File: config.mk
export PLATFORM = sky130hd
export DESIGN_NAME = mux_wh_arbiter
export DESIGN_NICKNAME = d
export VERILOG_FILES = /design/src/rtl/mux_wh_arbiter_pkg.sv /design/src/rtl/mux_wh_arbiter_rr_pick2.sv /design/src/rtl/mux_wh_arbiter.sv
export SDC_FILE = /design/constraint.sdc
export NUM_CORES = 1
export LEC_CHECK = 0
export ABC_AREA = 1
export CAP_MARGIN = 10
export CORE_MARGIN = 10
export CORE_UTILIZATION = 49
export DETAILED_ROUTE_END_ITERATION = 10
export PLACE_DENSITY_LB_ADDON = 0.25
export SKIP_CTS_REPAIR_TIMING = 1
export SYNTH_ARGS = -nofsm -noshare
export SYNTH_HDL_FRONTEND = slang
export SYNTH_SLANG_ARGS = --single-unit
File: constraint.sdc
create_clock -name clk -period 1.9 [get_ports clk]
set_input_delay 0.285 -clock clk [delete_from_list [all_inputs] [get_ports clk]]
set_output_delay 0.285 -clock clk [all_outputs]
set_load 0.005 [all_outputs]
File: src/rtl/mux_wh_arbiter_pkg.sv
// Shared definitions for the wormhole output-port arbiter.
//   - Flit type encodings carried in the top TYPEW bits of each idata word.
//   - Arbiter FSM state encoding.
//   - One-hot select constants for the 2:1 router output mux.
package mux_wh_arbiter_pkg;

    localparam int TYPEW = 2;
    localparam int SELW  = 5;

    localparam logic [TYPEW-1:0] TYPE_NONE = 2'b00;
    localparam logic [TYPEW-1:0] TYPE_HEAD = 2'b01;
    localparam logic [TYPEW-1:0] TYPE_DATA = 2'b10;
    localparam logic [TYPEW-1:0] TYPE_TAIL = 2'b11;

    typedef enum logic [1:0] {
        IDLE  = 2'd0,
        LOCK0 = 2'd1,
        LOCK1 = 2'd2
    } state_t;

    localparam logic [SELW-1:0] SEL_NONE = 5'b00000;
    localparam logic [SELW-1:0] SEL_P0   = 5'b00001;
    localparam logic [SELW-1:0] SEL_P1   = 5'b00010;

    // Mux select pattern for a given input port index.
    function automatic logic [SELW-1:0] sel_onehot(input logic port);
        return port ? SEL_P1 : SEL_P0;
    endfunction

endpackage

File: src/rtl/mux_wh_arbiter_rr_pick2.sv
// rr_pick2: combinational two-requester priority picker.
//   req[1:0] : request per requester
//   prio     : requester index that wins when both request
//   gnt_idx  : index of the chosen requester (only meaningful when |req)
module rr_pick2 (
    input  logic [1:0] req,
    input  logic       prio,
    output logic       gnt_idx
);

    always_comb begin
        gnt_idx = 1'b0;
        if (req == 2'b11) begin
            gnt_idx = prio;
        end else begin
            // Single requester (or none): pick whichever is asking.
            gnt_idx = req[1];
        end
    end

endmodule

File: src/rtl/mux_wh_arbiter.sv
// mux_wh_arbiter: wormhole packet arbiter sharing output port 0 between
// input ports 0 and 1. A head flit locks the output to its port until the
// tail is consumed; ties between heads go round-robin; a lock whose source
// stops sending is dropped after TIMEOUT idle cycles.
//   clk, rst            : clock, synchronous active-high reset
//   ivalid_x, itype_x   : per-input flit valid and flit type
//   ordy                : downstream accepts a flit this cycle
//   sel                 : registered one-hot mux select (0 when idle)
//   ogrant_x            : combinational flit-consumed strobe per input
//   obusy               : locked to a packet
//   oflit_cnt           : saturating count of flits accepted in this packet
//   otimeout            : one-cycle pulse in the cycle a lock is forced off
module mux_wh_arbiter #(
    parameter int SELW    = 5,
    parameter int TYPEW   = 2,
    parameter int CNTW    = 8,
    parameter int TIMEOUT = 16
) (
    input  logic             clk,
    input  logic             rst,
    input  logic             ivalid_0,
    input  logic [TYPEW-1:0] itype_0,
    input  logic             ivalid_1,
    input  logic [TYPEW-1:0] itype_1,
    input  logic             ordy,
    output logic [SELW-1:0]  sel,
    output logic             ogrant_0,
    output logic             ogrant_1,
    output logic             obusy,
    output logic [CNTW-1:0]  oflit_cnt,
    output logic             otimeout
);

    import mux_wh_arbiter_pkg::*;

    localparam int                IDLEW     = (TIMEOUT > 0) ? $clog2(TIMEOUT + 1) : 1;
    localparam logic [IDLEW-1:0]  IDLE_LAST = IDLEW'((TIMEOUT > 0) ? TIMEOUT - 1 : 0);
    localparam logic [CNTW-1:0]   CNT_MAX   = '1;
    localparam logic              TO_ENABLE = (TIMEOUT > 0);

    state_t           state_reg, state_next;
    logic [SELW-1:0]  sel_reg, sel_next;
    logic             prio_reg, prio_next;
    logic [IDLEW-1:0] idle_cnt_reg, idle_cnt_next;
    logic [CNTW-1:0]  flit_cnt_reg, flit_cnt_next;

    logic [1:0]       port_valid;
    logic [TYPEW-1:0] port_type [2];
    logic [1:0]       head_req;
    logic [1:0]       port_grant;
    logic             pick_idx;

    logic             locked;
    logic             lock_port;
    logic             lock_valid;
    logic             lock_tail;
    logic             grant;
    logic             timeout_hit;

    assign port_valid   = {ivalid_1, ivalid_0};
    assign port_type[0] = itype_0;
    assign port_type[1] = itype_1;

    for (genvar gi = 0; gi < 2; gi++) begin : g_port
        assign head_req[gi]   = port_valid[gi] & (port_type[gi] == TYPE_HEAD);
        assign port_grant[gi] = grant & (lock_port == gi[0]);
    end

    rr_pick2 u_pick (
        .req     (head_req),
        .prio    (prio_reg),
        .gnt_idx (pick_idx)
    );

    always_comb begin
        locked     = (state_reg != IDLE);
        lock_port  = (state_reg == LOCK1);
        lock_valid = port_valid[lock_port];
        lock_tail  = (port_type[lock_port] == TYPE_TAIL);
        // Grants are suppressed during reset so nothing is consumed by a
        // lock that is being torn down on this edge.
        grant      = locked & lock_valid & ordy & ~rst;
        // Only a truly empty source counts as idle; backpressure never does.
        timeout_hit = TO_ENABLE & locked & ~lock_valid & ~rst &
                      (idle_cnt_reg == IDLE_LAST);
    end

    always_comb begin
        state_next    = state_reg;
        sel_next      = sel_reg;
        prio_next     = prio_reg;
        idle_cnt_next = idle_cnt_reg;
        flit_cnt_next = flit_cnt_reg;

        case (state_reg)
            IDLE: begin
                if (|head_req) begin
                    state_next    = pick_idx ? LOCK1 : LOCK0;
                    sel_next      = SELW'(sel_onehot(pick_idx));
                    idle_cnt_next = '0;
                    flit_cnt_next = '0;
                end
            end
            LOCK0, LOCK1: begin
                if (grant) begin
                    idle_cnt_next = '0;
                    if (flit_cnt_reg != CNT_MAX) begin
                        flit_cnt_next = flit_cnt_reg + 1'b1;
                    end
                    if (lock_tail) begin
                        state_next = IDLE;
                        sel_next   = SELW'(SEL_NONE);
                        prio_next  = ~lock_port;
                    end
                end else if (!lock_valid) begin
                    if (timeout_hit) begin
                        state_next    = IDLE;
                        sel_next      = SELW'(SEL_NONE);
                        prio_next     = ~lock_port;
                        idle_cnt_next = '0;
                    end else if (TO_ENABLE) begin
                        idle_cnt_next = idle_cnt_reg + 1'b1;
                    end
                end
            end
            default: begin
                state_next = IDLE;
                sel_next   = SELW'(SEL_NONE);
            end
        endcase
    end

    always_ff @(posedge clk) begin
        if (rst) begin
            state_reg    <= IDLE;
            sel_reg      <= '0;
            prio_reg     <= 1'b0;
            idle_cnt_reg <= '0;
            flit_cnt_reg <= '0;
        end else begin
            state_reg    <= state_next;
            sel_reg      <= sel_next;
            prio_reg     <= prio_next;
            idle_cnt_reg <= idle_cnt_next;
            flit_cnt_reg <= flit_cnt_next;
        end
    end

    assign sel       = sel_reg;
    assign ogrant_0  = port_grant[0];
    assign ogrant_1  = port_grant[1];
    assign obusy     = locked;
    assign oflit_cnt = flit_cnt_reg;
    assign otimeout  = timeout_hit;

endmodule
==> flow_metrics.py <==
metrics = {
    "detailed_routing": {
        "ant_nets": 0,
        "wl_met3_um": 160,
        "dr.max_layer_used": "met4",
        "wl_met2_um": 1530,
        "routed_wl_um": 2970,
        "initialDrtViolationCount": 88,
        "drtPass1Iterations": 5,
        "drt-vias-per-instance": 5.07,
        "drc_errors": 0,
        "vias": 1237,
        "m1WireLength_um": 1210,
        "routedWlPerCell_um": 12.2,
    },
    "cells_and_area": {
        "seqCellArea_sq_um": 323,
        "drive_above_1_share_pct": 13.9,
        "final_core_util_pct": 66.2,
        "antenna_cells": 0,
        "nets": 230,
        "largest_reg_flops": 8,
        "syn2layout_area_growth_pct": 27.5,
        "fillers": 214,
        "layout.cells.non_filler": 244,
        "multi_input_area_sq_um": 708,
    },
    "clock_network": {
        "cts_buffer_depth": 2,
        "root_buffer": "clkbuf_4",
        "cts.clk_slew.worst_paths_ns": 0.11,
        "cts_tree": "done",
        "numCtsBuffers": 3,
        "clk_latency_ns": 0.29,
        "cts_sinks": 16,
        "htreeDepth": 1,
    },
    "logic_synthesis": {
        "synth_enable_flop_cells": 0,
        "synthTopCellsByArea": "dfxtp_1, nand2_1, nor2_1",
        "post-synth-top-count-cell": "nand2_1",
        "synth_compound_area_share_pct": 8.50,
        "ys_seq_area_share_pct": 27.9,
        "ys_async_sr_fraction_pct": 0,
        "yosys.area_share.adder_pct": 4.36,
        "synthCells": 188,
        "synthMuxAreaShare_pct": 0,
        "synth.distinct_cells": 24,
        "synth_top_family_by_area": "simple AND/OR/NAND/NOR gates",
        "yosysWarnings": 0,
        "synth_top_flop_cell": "dfxtp_1",
        "synthXorXnorAreaFrac_pct": 0,
        "synth-simple-area-share_pct": 47.4,
        "post_synth.cell_area_avg_sq_um": 6.11,
        "ys_ff_latch": 16,
        "synth_common_cells": "nand2_1, nor2_1, inv_1, dfxtp_1, nand3_1",
        "netlist_area_sq_um": 1150,
        "yosysTopAreaCellShare_pct": 27.9,
        "yosys.area.top_type": "dfxtp_1",
    },
    "die": {
        "coreArea_sq_um": 2210,
        "ios": 26,
        "fp.dieW_um": 68.4,
        "start_util_pct": 51.9,
        "rows": 17,
        "die_area_sq_um": 4680,
        "die_h_um": 68.4,
    },
    "timing": {
        "period_share_pct": 92.7,
        "tns_ns": 0,
        "finalHoldViolations": 0,
        "clock_skew_ns": 0.00739,
        "setup_violations": 0,
        "rsz0062_at_grt": "false",
        "min_period_ns": 1.76,
        "fmax_mhz": 567,
        "drv_slew": 0,
    },
    "power_and_ir_drop": {
        "peakVddDrop_mv": 1.01,
        "power_density_nw_per_um2": 1130,
        "p_leak_nw": 0.721,
        "p_total_w": 0.00165,
    },
    "worst_setup_path": {
        "arrival_ns": 1.48,
        "r2r_end": "idle_cnt_reg[4]",
        "cp_top_family": "flip-flops",
        "crit_type": "register to primary output",
        "r2r_setup_slack_ns": 0.20,
        "worstPathRequired_ns": 1.62,
        "cp.buffers_inverters": 3,
        "max_stage_delay_ns": 0.33,
        "cp-end-kind": "primary output",
        "rr_worst_depth": 9,
        "r2r-start": "sel[1]",
        "cp-start-kind": "register",
        "crit_fanout": 4,
        "cp_cell_sequence": "inv_1, ha_2, inv_2, nand2_1, nand3_1, nor2_1, dlymetal6s2s_1",
        "slowest_stage": "dfxtp_2",
    },
    "min_path": {
        "hp-start": "oflit_cnt[1]",
        "hold_class": "register to register",
        "hold_path_depth": 2,
        "whs_endpoint": "oflit_cnt[1]",
    },
    "placed_design": {
        "gp_congestion": 0.828,
        "hpwl_um": 2210,
        "io_buffers": 22,
        "dp.cells": 240,
    },
    "global_routing": {
        "overflow": 0,
        "grt.total_usage_pct": 12.8,
        "grt_pass1_wl_um": 4730,
        "grt_max_degree": 10,
        "antenna_found_initial": 0,
        "grt_pass1_vias": 1153,
    },
    "job": {
        "maxCapViolCount": 0,
    },
    "status": {
        "status": "finished, final reports clean",
    },
}
[layout by cell type, fill, tap and decap left out]
master	Yosys	routed
conb_1	1	3
dfxtp_1	16	14
nand4_1	3	3
clkbuf_8	0	1
buf_4	3	5
clkbuf_4	0	3
or2_2	1	1
a21oi_1	13	13
dfxtp_2	0	2
nand3_1	15	15
nor3_1	1	1
nand3_2	1	1
nor2_8	1	1
nand2_1	65	65
nor2_1	23	23
nor2_4	2	2
nand2_2	2	2
ha_2	0	2
nand2_4	2	2
nor3b_1	2	2
o21bai_1	3	3
inv_2	8	8
ha_1	4	2
inv_1	17	17
dlymetal6s2s_1	0	4
o21ai_0	2	2
and2_1	1	1
clkdlybuf4s50_1	0	18
[routing by layer]
layer	global-route usage, %	vias to the layer above
li1	-	641
met1	12.7	557
met2	24.3	29
met3	2.94	10
met4	5.53	0
met5	0	-
[worst reg2reg max path, cell delays in order (launching register included)]
cell and delay (ns):
dfxtp_2 0.35, inv_1 0.05, ha_2 0.44, nand2_1 0.10
nand2_1 0.17, nand2_1 0.20, inv_2 0.15, nand2_1 0.06
nand2_1 0.05, nor2_1 0.03
[worst max path at each step]
stage	start	cells past startpoint	endpoint
after floorplan	sel[0]	10	oflit_cnt[6]
after global placement	rst	5	otimeout
after detailed placement	rst	5	otimeout
after CTS	sel[0]	7	otimeout
after global routing	sel[0]	7	otimeout
final	sel[0]	7	otimeout
[kinds of logic after synthesis]
group / Yosys count
and+or+nand+nor: 119
buffers and inverters: 30
AOI/OAI and AO/OA: 18
DFF: 16
adders and majority gates: 4
other: 1
[per-stage QoR]
stage | instance area (sq um) | worst slack, ns | hold WS (ns)
finish | 1460 | 0.138 | 0.524
global route | 1460 | 0.0122 | 0.549
CTS | 1450 | -0.279 | 0.510
detailed placement | 1410 | -0.00868 | 0.489
global placement | 1410 | -0.0182 | 0.488
floorplan | 1160 | 0.399 | 0.456
[report_power, final]
group	switching [W]	internal, W	total (W)
sequential	0.0000397	0.000395	0.000434
clock	0.000118	0.000117	0.000235
combinational	0.000623	0.000361	0.000984
[layout make-up]
type	count	area share (%)
flip-flops and latches	16	22.1
well taps	28	2.39
clock buffers	4	2.48
inverters	25	6.41
multi-input cells	144	48.4
repair buffers	27	18.3
No activity file was read; power rests on OpenSTA's default activity.
